==> src/rtl/octree_pkg.sv <==
// Shared types for the octree node ROM request path.
// Response words and child octant encodings used by each fetch port.
package octree_pkg;

  localparam int ROM_DEPTH_DEFAULT = 38;
  localparam int NODE_DATA_W = 32;

  typedef logic [2:0] octant_t;

  typedef struct packed {
    logic                   err;
    logic [NODE_DATA_W-1:0] data;
  } node_rsp_t;

endpackage

==> src/rtl/fetch_fifo2.sv <==
// Two-entry response buffer for one octree ROM fetch port.
// Holds captured node words until the traversal unit takes them.
module fetch_fifo2
  import octree_pkg::*;
(
  input  logic       clk,
  input  logic       rst,
  input  logic       push,
  input  logic       pop,
  input  node_rsp_t  wdata,
  output node_rsp_t  rdata,
  output logic       empty,
  output logic       full,
  output logic [1:0] occupancy
);

  node_rsp_t  mem_q [2];
  node_rsp_t  mem_d [2];
  logic       wr_q, wr_d;
  logic       rd_q, rd_d;
  logic [1:0] cnt_q, cnt_d;

  // Next-state for storage, pointers and fill count.
  always_comb begin
    mem_d = mem_q;
    wr_d  = wr_q;
    rd_d  = rd_q;
    if (push) begin
      mem_d[wr_q] = wdata;
      wr_d        = ~wr_q;
    end
    if (pop) begin
      rd_d = ~rd_q;
    end
    cnt_d = cnt_q + {1'b0, push} - {1'b0, pop};
  end

  // State registers, cleared asynchronously.
  always_ff @(posedge clk or posedge rst) begin
    if (rst) begin
      mem_q <= '{default: '0};
      wr_q  <= 1'b0;
      rd_q  <= 1'b0;
      cnt_q <= 2'd0;
    end else begin
      mem_q <= mem_d;
      wr_q  <= wr_d;
      rd_q  <= rd_d;
      cnt_q <= cnt_d;
    end
  end

  assign rdata     = mem_q[rd_q];
  assign empty     = (cnt_q == 2'd0);
  assign full      = (cnt_q == 2'd2);
  assign occupancy = cnt_q;

endmodule

==> src/rtl/octant_fetch.sv <==
// Requester-side client for one octree node ROM read port.
// Adds child octant to node base, reads the ROM, returns words in order.
module octant_fetch
  import octree_pkg::*;
#(
  parameter int ADDRESS_WIDTH = 32,
  parameter int DATA_WIDTH    = 32,
  parameter int ROM_DEPTH     = ROM_DEPTH_DEFAULT
) (
  input  logic                     clk,
  input  logic                     rst,
  input  logic                     req_valid,
  output logic                     req_ready,
  input  logic [ADDRESS_WIDTH-1:0] req_base,
  input  logic [2:0]               req_octant,
  output logic                     rsp_valid,
  input  logic                     rsp_ready,
  output logic [DATA_WIDTH-1:0]    rsp_data,
  output logic                     rsp_err,
  output logic [ADDRESS_WIDTH-1:0] rom_addr,
  output logic                     rom_ren,
  input  logic [DATA_WIDTH-1:0]    rom_dout
);

  localparam logic [ADDRESS_WIDTH:0] DEPTH_EXT =
    (ADDRESS_WIDTH+1)'(ROM_DEPTH);

  logic [ADDRESS_WIDTH:0] sum;
  logic                   in_range;
  logic                   accept;
  logic                   pop;
  logic                   push;
  logic [2:0]             credit_use;
  logic                   pending_q, pending_d;
  logic                   perr_q, perr_d;
  node_rsp_t              wdata;
  node_rsp_t              head;
  logic                   empty;
  logic                   full;
  logic [1:0]             occ;
  octant_t                oct;

  assign oct = req_octant;

  // Child address with carry kept so wrap-around reads as out of range.
  always_comb begin
    sum      = {1'b0, req_base}
             + {{(ADDRESS_WIDTH-2){1'b0}}, oct};
    in_range = (sum < DEPTH_EXT);
  end

  // Credit accounting, ROM strobe and the capture word for the FIFO.
  always_comb begin
    pop        = rsp_valid && rsp_ready;
    credit_use = {1'b0, occ}
               + {2'b0, pending_q}
               - {2'b0, pop};
    req_ready  = !rst && (credit_use < 3'd2);
    accept     = req_valid && req_ready;
    rom_ren    = accept && in_range;
    rom_addr   = req_valid ? sum[ADDRESS_WIDTH-1:0] : '0;
    pending_d  = accept;
    perr_d     = accept && !in_range;
    wdata.err  = perr_q;
    wdata.data = perr_q ? '0 : rom_dout;
    push       = pending_q && (!full || pop);
  end

  // One-cycle marker for the read whose data appears on rom_dout now.
  always_ff @(posedge clk or posedge rst) begin
    if (rst) begin
      pending_q <= 1'b0;
      perr_q    <= 1'b0;
    end else begin
      pending_q <= pending_d;
      perr_q    <= perr_d;
    end
  end

  fetch_fifo2 u_fifo (
    .clk       (clk),
    .rst       (rst),
    .push      (push),
    .pop       (pop),
    .wdata     (wdata),
    .rdata     (head),
    .empty     (empty),
    .full      (full),
    .occupancy (occ)
  );

  assign rsp_valid = !empty;
  assign rsp_data  = empty ? '0 : head.data;
  assign rsp_err   = !empty && head.err;

endmodule

==> config.mk <==
export PLATFORM = sky130hd
export DESIGN_NAME = octant_fetch
export DESIGN_NICKNAME = d
export VERILOG_FILES = /design/src/rtl/octree_pkg.sv /design/src/rtl/fetch_fifo2.sv /design/src/rtl/octant_fetch.sv
export SDC_FILE = /design/constraint.sdc
export NUM_CORES = 1
export LEC_CHECK = 0
export ABC_CLOCK_PERIOD_IN_PS = 2210
export BUFFER_PORTS_ARGS = -buffer_cell sky130_fd_sc_hd__buf_2
export CORE_MARGIN = 4
export CORE_UTILIZATION = 45
export CTS_CLUSTER_DIAMETER = 200
export DETAILED_ROUTE_END_ITERATION = 8
export GPL_TIMING_DRIVEN = 1
export PLACE_DENSITY_LB_ADDON = 0.2
export SLEW_MARGIN = 0
export SYNTH_ARGS = -nofsm -noshare
export SYNTH_HDL_FRONTEND = slang
export SYNTH_SLANG_ARGS = --single-unit
==> constraint.sdc <==
create_clock -name clk -period 2.21 [get_ports clk]
set_input_delay 0 -clock clk [delete_from_list [all_inputs] [get_ports clk]]
set_output_delay 0 -clock clk [all_outputs]
set_load 0.02 [all_outputs]
Yosys cells after proc, flatten, opt, wreduce, memory -nomap -nowiden --
Index checks and enable logic that the tools add are counted.
Cells by class: $add $sub $neg 5, mux-type cells 9, $lt $le $gt $ge 5, reductions and logical operators 14, bitwise operators 4, equality and inequality tests 1
Operator list (number):
- $mux 33 | 4
- $mux 32 | 3
- $bwmux 66 | 1
- $add 32x3->33 | 1
- $demux 33 s1 | 1
- $lt 33x6->1 const B | 1
- $logic_and 1x1->1 | 8
- $ge 2x2->1 const B | 2
- $logic_not 1->1 | 4
- $not 1->2 | 2
- $add 2x1->3 | 1
- $lt 3x2->1 const B | 1
- $sub 3x1->3 | 1
- $add 2x1->2 | 1
- $eq 2x2->1 const B | 1
- $logic_not 2->1 | 1
- $lt 2x1->1 const B | 1
- $not 1->1 | 2
- $sub 2x1->2 | 1
- $logic_or 1x1->1 | 1
Storage, ports and cells: bits in registers 72, output and inout port bits 68, word-level logic and storage cells 47, bits of input ports 71

Depth between registers and ports, before layout --
depth after elaboration 8, mapped depth 11, gate-level depth less buffers 11

Modules after synthesis --
From an unflattened synthesis, not the netlist that was laid out.
Second synthesis, totals: cells, all modules 495, area total of the unflattened synthesis 5286.3 um2
By module, submodules not included:
- fetch_fifo2 | area each 3200.6 um2, seq. area each 1751.7 um2, cells an instance 193, instances 1
- octant_fetch | area each 2085.8 um2, seq. area each 50.0 um2, cells an instance 302, instances 1

Least setup slack after synthesis --
Ideal clock, no wire load.
path kind register to output, start point register u_fifo.cnt_q[1] (netlist: u_fifo.occupancy[1]), end point output rom_ren, data required time 2.210 ns, stages on the path, launching flop included 11, arrival 2.914 ns, setup slack -0.704 ns, cell sequence dfrtp_1 nor2_1 nor2b_1 ha_1 inv_1 nand2_1 fa_1 xnor2_1 and3_1 nand2_1 nor4_1
Between the ends: word-level cells in the longest chain between the ends 8
Ends and longest elaborated chain:
- start, declared | line fetch_fifo2.sv:21 | logic [1:0] cnt_q, cnt_d;
- start signal, assigned | line fetch_fifo2.sv:49 | cnt_q <= cnt_d;
- $logic_not 2->1 | line fetch_fifo2.sv:54 | assign empty = (cnt_q == 2'd0);
- $logic_not 1->1 | line octant_fetch.sv:92 | assign rsp_valid = !empty;
- $logic_and 1x1->1 | line octant_fetch.sv:54 | pop = rsp_valid && rsp_ready;
- named net pop | line octant_fetch.sv:31 | logic pop;
- $sub 3x1->3 | line octant_fetch.sv:57 | - {2'b0, pop};
- $lt 3x2->1 | line octant_fetch.sv:58 | req_ready = !rst && (credit_use < 3'd2);
- $logic_and 1x1->1 | line octant_fetch.sv:58
- named net req_ready | line octant_fetch.sv:13 | output logic req_ready,
- $logic_and 1x1->1 | line octant_fetch.sv:59 | accept = req_valid && req_ready;
- $logic_and 1x1->1 | line octant_fetch.sv:60 | rom_ren = accept && in_range;
- end, declared | line octant_fetch.sv:21 | output logic rom_ren,
The timed path passes the listed nets, and every way through them passes these cells.

Worst setup path after layout --
start point register u_fifo.cnt_q[0] (netlist: u_fifo.occupancy[0]), end point output rom_ren
Between the ends: word-level cells in the longest chain between the ends 8
Ends and longest elaborated chain (line):
- $logic_not 2->1 | fetch_fifo2.sv:54
- $logic_not 1->1 | octant_fetch.sv:92
- $logic_and 1x1->1 | octant_fetch.sv:54
- named net pop | octant_fetch.sv:31
- $sub 3x1->3 | octant_fetch.sv:57
- $lt 3x2->1 | octant_fetch.sv:58
- $logic_and 1x1->1 | octant_fetch.sv:58
- $logic_and 1x1->1 | octant_fetch.sv:59
- $logic_and 1x1->1 | octant_fetch.sv:60
The timed path passes the listed nets, and every way through them passes these cells.

==> impl_metrics.yaml <==
timing:
  timing.final.crit_share_pct: 111
  finClkSkew_ns: 0.00959
  fin_crit_ns: 2.45
  hold_viol: 21
  max_freq_mhz: 408
  setup_viol: 2
  worstMarginPinSlew_ns: 0.886
  grt_setup_unrepaired: "yes"
  finalWorstSetupSlack_ns: -0.241
  maxSlewHeadroom_pct: 40.9
  holdWs_ns: -0.0164
  slew_violations: 0
cells_and_area:
  layout-drive-gt1-share_pct: 32.2
  nNetsFinal: 848
  area_delta_synth_final_pct: 40.2
  post-route-util_pct: 64.5
  antennaDiodeCount: 0
logic_synthesis:
  ys_types: 55
  syn-num-nets: 643
  syn_avg_cell_area_sq_um: 8.38
  syn_inst: 564
  ys_ff_latch: 72
  synth_area_sq_um: 4720
  synth_edf_count: 0
  yosys-top-cells-count: "81 x nand2_1, 72 x dfrtp_1, 71 x o21ai_0, 48 x nor2_1"
  async_flop_share_pct: 100
  yosys.area.top_type: "dfrtp_1"
  yosys_warnings: 0
  ys_seq_area_share_pct: 38.1
  synth_top_area_share_pct: 38.1
  yosysMostFrequentCell: "nand2_1"
  synth-main-ff-cell: "dfrtp_1"
  synth_area_leaders: "dfrtp_1 38%, mux2i_1 7.6%, o21ai_0 7.5%, nand2_1 6.4%, nand2b_1 4.8%"
route:
  viasPerCell: 5.12
  drt_pass1_iterations: 4
  antenna_left: 0
  drtIter0Drc: 282
  avgRoutedWirePerCell_um: 14.4
  drc: 0
  num_vias: 4654
  routed_wl_um: 13100
grt:
  grt.total_usage_pct: 21.7
  grt-ovfl-total: 0
  grt_use_met1_pct: 29.3
  grt_pass1_vias: 4753
  grt_first_pass_wirelength_um: 22700
  grt_use_met2_pct: 37.0
  top_usage_layer: "met2"
  grt_max_degree: 73
  antenna_found_initial: 0
  grt_use_met3_pct: 4.16
place:
  port_buffers: 138
  place_congestion: 0.859
  post-dp-hpwl_um: 9510
run:
  maxCapViolations: 0
setup_path:
  worst_setup_path_start_kind: "flip-flop"
  crit_required_ns: 2.21
  end_kind: "output port"
  worstPathMaxFanout: 2
  crit_arrival_ns: 2.45
  path_class: "reg -> out"
clock_network:
  clk_path_buf_depth: 2
  numCtsBuffers: 9
  clk_latency_ns: 0.33
  clk_pin_slew_ns: 0.07
  cts_root_buf: "clkbuf_8"
  cts_sinks: 72
  cts_tree: "built"
  cts_max_level: 3
outcome:
  status: "finished, violations left"
  violations: "hold timing, setup timing"
power:
  p_leak_nw: 3.37
  vdd_drop_max_mv: 0.818
  powerDensity_nw_per_um2: 992
  p_total_mw: 6.57
floorplan:
  die_x_um: 110
  start_util_pct: 46.0
  die_height_um: 110
  rows: 37
  core_area_sq_um: 10300
  ios: 139
  die-area_sq_um: 12200
worst_hold_path:
  min_path_type: "in -> async"
flip-flops by register name (all words and copies together), names as in the netlist:
name,count
u_fifo.rd_q,1
u_fifo.occupancy,2
pending_q,1
u_fifo.wr_q,1
perr_q,1
u_fifo.mem_q,66
logic make-up (layout without fill, tap and decap cells):
group	count (synthesis)	in the layout	synth area share, %
multiplexers	39	39	8.34
flip-flops	72	72	38.1
adder cells (fa/ha/maj)	8	8	2.44
AO/OA/AOI/OAI	103	103	12.9
buffers and inverters	49	258	4.00
XOR/XNOR	33	33	6.12
AND/OR/NAND/NOR	260	260	28.1
cells in the final DEF (no fill, tap or decap), types with 3 or more instances in the layout:
master / count
a21boi_0: 3
dlygate4sd3_1: 32
ha_1: 5
mux2i_1: 36
buf_4: 54
clkbuf_8: 10
nand4_1: 10
xor2_1: 18
nand2b_1: 34
or3_1: 5
a21oi_1: 6
dfrtp_1: 70
nor2_1: 47
nand2_1: 78
inv_1: 13
and2_1: 23
nor2b_1: 7
nor4_1: 3
nor3_1: 7
o21ai_0: 70
nand3_1: 11
buf_2: 132
and3_1: 7
xnor2_1: 15
buf_6: 8
critical path, stage by stage (launching register included):
cell and delay [ns]:
dfrtp_1 0.42, nor2_4 0.13, nor2b_2 0.05, ha_1 0.29, inv_2 0.07, nand2_2 0.06
fa_2 0.52, and3_4 0.21, nand2_4 0.06, nor4_4 0.14, buf_4 0.18
stage by stage:
stage | instances | instance area [sq um] | setup WS (ns) | setup TNS (ns)
floorplan | 564 | 4800 | 0.0114 | 0
global placement | 856 | 5940 | -0.278 | -0.638
detailed placement | 856 | 5940 | -0.284 | -0.677
CTS | 906 | 6530 | -0.285 | -0.341
global route | 909 | 6630 | -0.384 | -0.724
finish | 909 | 6630 | -0.241 | -0.405
per-layer routing:
metal / routed length [um] / share of wire (%)
met1: 6000 / 46
met2: 6450 / 49
met3: 589 / 4.5
met4: 86 / 0.65
met5: 0 / 0
path summary, 6_finish.rpt:
path / endpoint / slack [ns] / cells past startpoint / start
setup / recovery: rom_ren / -0.24 / 10 / u_fifo.occupancy[0]
hold / removal: u_fifo.mem_q[38] / -0.02 / 3 / rst
setup reg to reg: perr_q / 0.13 / 10 / u_fifo.occupancy[0]
hold reg to reg: u_fifo.mem_q[1] / 0.48 / 2 / u_fifo.mem_q[1]
max in group asynchronous: u_fifo.occupancy[1] / 1.58 / 3 / rst
min in group clk: u_fifo.rd_q / 0.11 / 4 / rsp_ready
final cells by class:
type	instances	area, sq um
timing repair buffer	227	1500
sequential	72	1800
multi-input combinational	443	2870
fill	894	3650
tap	136	170
inverter	16	63.8
clock inverter	5	81.3
clock buffer	10	138
repair_timing:
| item | 4_1_cts | 5_1_grt |
|---|---|---|
| endpoints found under the hold margin | 64 | 0 |
| setup endpoints to repair | 5 | 6 |
| hold buffers | 32 | 0 |
| pin swaps | 3 | 4 |
| buffers inserted | 3 | 3 |
| gates resized for setup | 11 | 15 |
power breakdown:
| group | switching, mW | internal [mW] | total, mW |
|---|---|---|---|
| Sequential | 0.428 | 1.87 | 2.29 |
| Clock | 0.460 | 0.660 | 1.12 |
| Combinational | 1.82 | 1.34 | 3.16 |
| Total | 2.71 | 3.86 | 6.57 |
(Power assumes the default switching activity.)
